$ cat config.mk
export PLATFORM = sky130hd
export DESIGN_NAME = egg_timer_controller
export DESIGN_NICKNAME = d
export VERILOG_FILES = /design/src/rtl/egg_timer_controller.sv
export SDC_FILE = /design/constraint.sdc
export NUM_CORES = 1
export LEC_CHECK = 0
export ABC_AREA = 1
export BUFFER_PORTS_ARGS = -buffer_cell sky130_fd_sc_hd__buf_2
export CAP_MARGIN = 20
export CORE_UTILIZATION = 45
export CTS_CLUSTER_SIZE = 30
export DETAILED_ROUTE_END_ITERATION = 7
export PLACE_DENSITY = 0.7
export SLEW_MARGIN = 20
export SYNTH_ARGS = -nofsm -noshare
export SYNTH_HDL_FRONTEND = slang
export SYNTH_SLANG_ARGS = --single-unit
$ cat constraint.sdc
create_clock -name clk -period 1.4 [get_ports clk]
set_input_delay 0.07 -clock clk [delete_from_list [all_inputs] [get_ports clk]]
set_output_delay 0.07 -clock clk [all_outputs]
set_load 0.02 [all_outputs]
$ cat src/rtl/egg_timer_controller.sv
// egg_timer_controller: button-driven mode FSM that edits the BCD setting and sequences load/run/pause/alarm
module egg_timer_controller #(
   parameter int ALARM_CYCLES = 250000000,
   parameter int GUARD_CYCLES = 2
) (
   input  logic       clk,
   input  logic       reset,
   input  logic       btnStartStop,
   input  logic       btnSet,
   input  logic       btnDigit,
   input  logic       btnIncrement,
   input  logic       isZero,
   output logic [3:0] setting0,
   output logic [3:0] setting1,
   output logic [3:0] setting2,
   output logic [3:0] setting3,
   output logic [1:0] editDigit,
   output logic       isSetting,
   output logic       isStarting,
   output logic       isStopping,
   output logic       isRunning,
   output logic       alarm
);
   localparam int AW = $clog2(ALARM_CYCLES + 1);
   localparam int GW = $clog2(GUARD_CYCLES + 1);
   typedef enum logic [2:0] {IDLE, SETTING, LOAD, RUNNING, PAUSED, ALARM} state_t;
   state_t state, nxt;
   logic [3:0] btn, prev, e;
   logic [3:0] dig [4];
   logic [AW-1:0] acnt;
   logic [GW-1:0] gcnt;
   logic e_set, e_ss, e_dig, e_inc, nonzero, fire;
   logic [3:0] lim;
   assign btn = {btnSet, btnStartStop, btnDigit, btnIncrement};
   assign e = btn & ~prev;
   assign e_set = e[3];
   assign e_ss = e[2] & ~e[3];
   assign e_dig = e[1] & ~|e[3:2];
   assign e_inc = e[0] & ~|e[3:1];
   assign nonzero = |{dig[0], dig[1], dig[2], dig[3]};
   assign fire = isZero && gcnt == '0;
   assign lim = (editDigit == 2'd1) ? 4'd5 : 4'd9;
   assign setting0 = dig[0];
   assign setting1 = dig[1];
   assign setting2 = dig[2];
   assign setting3 = dig[3];
   always_comb begin
      nxt = state;
      case (state)
         IDLE:    nxt = e_set ? SETTING : (e_ss && nonzero) ? LOAD : IDLE;
         SETTING: nxt = e_set ? IDLE : (e_ss && nonzero) ? LOAD : SETTING;
         LOAD:    nxt = RUNNING;
         RUNNING: nxt = fire ? ALARM : e_set ? SETTING : e_ss ? PAUSED : RUNNING;
         PAUSED:  nxt = e_set ? SETTING : e_ss ? RUNNING : PAUSED;
         ALARM:   nxt = (|e || acnt == AW'(ALARM_CYCLES - 1)) ? IDLE : ALARM;
         default: nxt = IDLE;
      endcase
   end
   always_ff @(posedge clk or negedge reset) begin
      if (!reset) begin
         state <= IDLE;
         prev <= 4'hF;
         dig <= '{default: 4'd0};
         editDigit <= 2'd0;
         acnt <= '0;
         gcnt <= '0;
         isSetting <= 1'b0;
         isStarting <= 1'b0;
         isStopping <= 1'b0;
         isRunning <= 1'b0;
         alarm <= 1'b0;
      end else begin
         prev <= btn;
         state <= nxt;
         isSetting <= nxt == SETTING || nxt == LOAD;
         isRunning <= nxt == RUNNING;
         alarm <= nxt == ALARM;
         isStarting <= nxt == RUNNING && state != RUNNING;
         isStopping <= state == RUNNING && nxt != RUNNING;
         gcnt <= (nxt == RUNNING && state != RUNNING) ? GW'(GUARD_CYCLES) :
                 (state == RUNNING && gcnt != '0) ? gcnt - 1'b1 : gcnt;
         // held at zero outside ALARM so every entry starts counting from 0
         acnt <= (state == ALARM) ? acnt + 1'b1 : '0;
         if (state == SETTING && e_dig) editDigit <= editDigit + 2'd1;
         if (state == SETTING && e_inc) dig[editDigit] <= (dig[editDigit] == lim) ? 4'd0 : dig[editDigit] + 4'd1;
         if (nxt == SETTING && state != SETTING) editDigit <= 2'd0;
      end
   end
endmodule

==> qor.yml, run 1 <==
setup_path:
  cp.required_ps: 1630
  crit_type: "reg -> reg"
  end_kind: "flip-flop"
  cp_top_family: "simple AND/OR/NAND/NOR gates"
  cp.arrival_ps: 1890
  slowest_stage: "dfrtp_1"
  reg2reg_depth: 9
  slowest_delay_ps: 370
  path_buf_inv: 2
  critPathMaxFanout: 4
  cp_num_cells: 9
  path_cells: "ha_2 -> nand2_2 -> inv_4 -> nand3_4 -> nor3_4 -> buf_4 -> nand3_1 -> xor2_1 -> nor2_1"
  worst_setup_path_start_kind: "flip-flop"
die:
  dieArea_sq_um: 7740
  fp.dieW_um: 88.0
  start_util_pct: 47.6
  rows: 30
  ioPinCount: 30
  die_h_um: 88.0
  core_area_sq_um: 6980
detailed_routing:
  ant_nets: 0
  drt_iter0_markers: 374
  drt_first_pass_iters: 5
  route.vias.total: 3861
  routed_wl_um: 12200
  drt-wirelength-per-cell_um: 17.1
  avgViaCountPerCell: 5.42
  drc: 0
finish:
  drive_gt1_share_pct: 53.6
  fin_nets: 625
  fin_util_pct: 77.5
  fillerInstances: 427
  layout_common_cells: "buf_4 (110), nand2_1 (81), dfrtp_1 (50), nor2_1 (47)"
  final_common_cell: "buf_4"
  area_delta_synth_final_pct: 62.7
  antenna_cells: 0
synth:
  yosysTopAreaCell: "dfrtp_1"
  yosysSeqAreaShare_pct: 45.3
  syn_nets: 463
  syn_inst: 450
  synth_cell_types: 30
  synth_area_sq_um: 3330
  ys.flop_type: "dfrtp_1"
  synth.avg_cell_area_sq_um: 7.39
  synth_edf_count: 0
  yosysWarningCount: 0
  synth_top_area_share_pct: 42.1
  synth.area.top_cells: "dfrtp_1 (42%), nand2_1 (14%), nor2_1 (7.6%)"
  synth.ff_latch_count: 60
  synth-async-reset-ratio_pct: 100
clock_network:
  clock_latency_ps: 350
  clk_pin_slew_ps: 80
  cts_buffers: 9
  clock-root-buffer: "clkbuf_8"
  cts_num_sinks: 60
  htree_levels: 3
  cts_tree: "yes"
  ctsLongestPathBuffers: 2
sta:
  relSlewSlack_pct: 78.1
  fmax_ghz: 0.601
  fin_ws_ps: -264
  hold_viol: 0
  period_share_pct: 119
  min_period_ps: 1660
  drv_slew: 0
  setup_viol: 45
  worst-slew-pin-transition_ps: 328
  clock-skew-final_ps: 9.84
  whs_ps: 257
  rsz0062_at_grt: "true"
run_status:
  violations: "negative setup slack"
  outcome: "finished with violations"
global_routing:
  grt_max_degree: 61
  grt_pass1_wl_um: 15600
  grt_usage_pct: 26.4
  grt_pass1_vias: 3422
  grt_antenna_before_repair: 0
  grt_overflow: 0
pwr:
  p_leak_uw: 0.00270
  p_total_uw: 8820
  ir_drop_uv: 1750
  power_density_nw_per_um2: 1630
placed_design:
  preCtsSetupSlack_ps: -175
  hpwlAfterDp_um: 5930
  gp_congestion: 0.902
  io_buffers: 29
run:
  drv_cap: 0
worst_hold_path:
  hp-class: "in -> async"
Yosys cell counts, types with 2 or more instances:
| cell | instances |
|---|---|
| a21oi_1 | 12 |
| clkbuf_1 | 2 |
| clkinv_1 | 2 |
| dfrtp_1 | 56 |
| dfstp_2 | 4 |
| ha_1 | 6 |
| inv_1 | 43 |
| inv_2 | 24 |
| nand2_1 | 124 |
| nand2_2 | 5 |
| nand3_1 | 19 |
| nand3_2 | 5 |
| nand3b_1 | 2 |
| nand4_1 | 5 |
| nor2_1 | 67 |
| nor2_2 | 6 |
| nor3_1 | 17 |
| nor3_2 | 3 |
| nor3_4 | 2 |
| o21a_1 | 2 |
| o21ai_0 | 11 |
| o21ai_1 | 17 |
| xnor2_1 | 2 |
| xor2_1 | 8 |
cells by family after synthesis:
family / count (synthesis) / synth area share [%]
adders and majority gates: 6 / 2.26
buffers and inverters: 73 / 8.58
xor gates and xnor gates: 10 / 2.63
and+or+nand+nor: 257 / 34.2
DFF: 60 / 45.3
AOI/OAI and AO/OA: 44 / 7.00
layer usage:
layer  up-vias  routed length, um  global-route usage [%]
li1       1744                  -                       -
met1      1822               4740                    33.6
met3        64                769                    4.05
met4         0                667                    11.6
met2       231               6000                    44.4
met5         -                  0                       0
what timing repair did:
item	4_1_cts	5_1_grt
pin swaps	25	38
endpoints found under the setup margin	45	47
hold buffers	5	0
buffers inserted	16	19
endpoints found under the hold margin	60	0
resized for setup	71	110
flip-flops by register name (all words and copies together) (netlist names):
signal      cells
acnt           28
prev            4
setting0        4
setting1        4
setting2        4
setting3        4
state           3
editDigit       2
gcnt            2
alarm           1
isRunning       1
isSetting       1
isStarting      1
isStopping      1
area by class of cell:
type,count,area (sq um),share of cell area (%)
clock buffer,9,124,2.29
clock inverter,7,76.3,1.41
inverter,69,298,5.50
multi-input combinational,317,2120,39.1
sequential,60,1510,28.0
tap,96,120,2.22
timing repair buffer,155,1160,21.5
tightest hold or removal path: stages:
cell and delay, ps:
dlygate4sd3_1 510, buf_2 120, buf_12 300
final timing paths:
path | startpoint | to | slack [ps]
setup / recovery | acnt[0]$_DFF_PN0_ | acnt[26]$_DFF_PN0_ | -260
hold / removal | reset | acnt[21]$_DFF_PN0_ | 260
setup reg to reg | acnt[0]$_DFF_PN0_ | acnt[26]$_DFF_PN0_ | -260
hold reg to reg | acnt[16]$_DFF_PN0_ | acnt[16]$_DFF_PN0_ | 550
max in group asynchronous | reset | prev[3]$_DFF_PN1_ | 840
min in group clk | isZero | state[1]$_DFF_PN0_ | 260
power breakdown:
part           internal (uW)  switching [uW]
logic                   2050            2760
registers               2040             342
clock network            830             800
total                   4920            3900
metrics by stage:
| step | std cells | setup TNS [ps] | area, sq um |
|---|---|---|---|
| floorplan | 450 | -983 | 3360 |
| global placement | 658 | -3560 | 4260 |
| detailed placement | 658 | -4700 | 4260 |
| CTS | 694 | -3300 | 4890 |
| global route | 713 | -12050 | 5410 |
| finish | 713 | -7530 | 5410 |
Note: power is estimated with default switching activity, not from simulation.
==> inputs of run 2 (changes only) <==
==> constraint.sdc (replaced) <==
create_clock -name clk -period 1.4 [get_ports clk]
set_input_delay 0.07 -clock clk [delete_from_list [all_inputs] [get_ports clk]]
set_output_delay 0.07 -clock clk [all_outputs]
set_load 0.005 [all_outputs]
==> run 2 against run 1 <==
Effect of this change:
- largest cell class unchanged
- flip-flop and latch count unchanged
- clock skew barely moved
- count of clock-buffer cells in the layout did not move
- design area is 3.8% lower
- critical path depth increased by 1
- highest routed layer unchanged
- the flow still finishes with violations (negative setup slack)
==> qor.yml, run 2 (synthesis gave the netlist of run 1 again) <==
pwr:
  pwr-share-clk_pct: 20.0
  seqPwrFrac_pct: 29.0
  power_density_nw_per_um2: 1550
  p_sw_share_pct: 43.1
  p_int_uw: 4600
  p_sw_uw: 3480
  power_frac_comb_pct: 50.9
  p_leak_uw: 0.00260
  p_total_uw: 8080
  ir_drop_uv: 1350
clock_network:
  cts_num_sinks: 60
  clock-root-buffer: "clkbuf_8"
  cts_buffers: 9
  clock_latency_ps: 360
  cts_tree: "yes"
  htree_levels: 3
  clk_pin_slew_ps: 80
  ctsLongestPathBuffers: 2
sta:
  drv_slew: 0
  period_share_pct: 121
  rsz0062_at_grt: "true"
  worst-slew-pin-transition_ps: 521
  hold_viol: 0
  setup_viol: 44
  fmax_ghz: 0.590
  relSlewSlack_pct: 65.3
  fin_ws_ps: -295
  clock-skew-final_ps: 10.0
  min_period_ps: 1700
setup_path:
  crit_type: "reg -> reg"
  worst_setup_path_start_kind: "flip-flop"
  slowest_delay_ps: 390
  path_buf_inv: 3
  path_cells: "buf_8 -> clkinv_8 -> nand2_4 -> nand3_4 -> nand2_4 -> inv_4 -> o21ai_4 -> nand2_2 -> a21oi_4 -> o21ai_1"
  cp.required_ps: 1640
  cp_top_family: "compound AO/OA/AOI/OAI gates"
  cp.arrival_ps: 1930
  crit_path_start: "editDigit[0]$_DFFE_PN0P_"
  end_kind: "flip-flop"
  path_common_cell: "nand2_4"
  slowest_stage: "dfrtp_2"
  critPathMaxFanout: 7
  reg2reg_from: "editDigit[0]$_DFFE_PN0P_"
placed_design:
  hpwlAfterDp_um: 6290
  io_buffers: 29
  placedCellCount: 659
  gp_congestion: 0.896
finish:
  final_common_cell: "buf_4"
  top_register: "acnt"
  area_delta_synth_final_pct: 56.5
  finalNonFillerCells: 700
  layout_common_cells: "buf_4 (105), nand2_1 (86), dfrtp_1 (52), nor2_1 (49), inv_1 (38)"
  largest_register_ffs: 28
  fin_nets: 612
  antenna_cells: 0
  drive_gt1_share_pct: 49.5
  fillerInstances: 466
die:
  core_area_sq_um: 6980
  rows: 30
  ioPinCount: 30
  fp.dieW_um: 88.0
  start_util_pct: 47.6
  dieArea_sq_um: 7740
  die_h_um: 88.0
global_routing:
  grt_pass1_vias: 3405
  met3_usage_pct: 5.18
  use_met1_pct: 32.5
  grt.busiest_layer: "met2"
  grt_overflow: 0
  grt_antenna_before_repair: 0
  grt_pass1_wl_um: 15200
  met2_usage_pct: 44.0
  grt_max_degree: 24
  grt_usage_pct: 26.0
run_status:
  outcome: "finished with violations"
  violations: "negative setup slack"
detailed_routing:
  drt_first_pass_iters: 8
  avgViaCountPerCell: 5.18
  ant_nets: 0
  drt_iter0_markers: 264
  drc: 0
  drt-wirelength-per-cell_um: 15.5
  route.vias.total: 3627
  routed_wl_um: 10800
run:
  drv_cap: 0
worst_hold_path:
  hp-class: "in -> async"
## run 2: changes by cell type in the layout (fill, tap and decap cells not counted), moves of 3 or more
cell	delta
buf_6	-7
nand2_1	+5
o21ai_2	-6
nand2_4	+3
o21ai_0	+5
nand2_2	-8
buf_4	-5
## run 2: path summary, 6_finish.rpt
path / slack (ps) / endpoint / cells after the start
hold / removal: 210 / acnt[12]$_DFF_PN0_ / 2
min in group clk: 210 / state[1]$_DFF_PN0_ / 6
hold reg to reg: 520 / gcnt[1]$_DFFE_PN0P_ / 2
max in group asynchronous: 600 / acnt[1]$_DFF_PN0_ / 3
setup / recovery: -300 / setting0[1]$_DFFE_PN0P_ / 10
setup reg to reg: -300 / setting0[1]$_DFFE_PN0P_ / 10
## run 2: worst reg2reg max path, stage by stage (launching register included)
cell	delay, ps
dfrtp_2	390
buf_8	160
clkinv_8	90
nand2_4	80
nand3_4	90
nand2_4	110
inv_4	50
o21ai_4	160
nand2_2	100
a21oi_4	230
o21ai_1	110
## run 2: final cells by class
class	instances	area, sq um	share of cell area, %
clock buffers	9	124	2.38
multi-input cells	317	2060	39.6
repair buffers	142	1020	19.6
clock inverters	7	76.3	1.47
inverters	69	290	5.58
flip-flops and latches	60	1510	29.0
well taps	96	120	2.31
## run 2: metrics by stage
step / hold WS [ps] / TNS, ps / utilization, % / setup slack [ps] / area (sq um)
final: 210 / -6760 / 74.6 / -295 / 5210
after global routing: 253 / -10980 / 74.6 / -341 / 5210
after CTS: 224 / -3210 / 68.0 / -141 / 4750
after detailed placement: 64.4 / -4500 / 61.1 / -184 / 4270
after global placement: 62.8 / -3240 / 61.1 / -158 / 4270
after floorplan: -226 / -479 / - / -83.5 / 3370
## run 2: per-layer routing
layer | up-vias | wire [um]
li1 | 1701 | -
met1 | 1728 | 4350
met2 | 150 | 5570
met3 | 48 | 574
met4 | 0 | 341
met5 | - | 0
## run 2: repair_timing
item,CTS,global route
pin swaps,17,32
cloned,0,0
setup endpoints to repair,45,47
setup buffers,6,15
hold endpoints to repair,19,0
gates resized for setup,50,97
hold buffers,5,0
## run 2: power groups by stage
stage | clock (uW) | sequential, uW | combinational, uW
after floorplan | 0 | 2300 | 1640
after global placement | 0 | 2320 | 2750
after detailed placement | 0 | 2330 | 2810
after CTS | 1610 | 2270 | 3320
after global routing | 1680 | 2370 | 4370
final | 1620 | 2350 | 4120
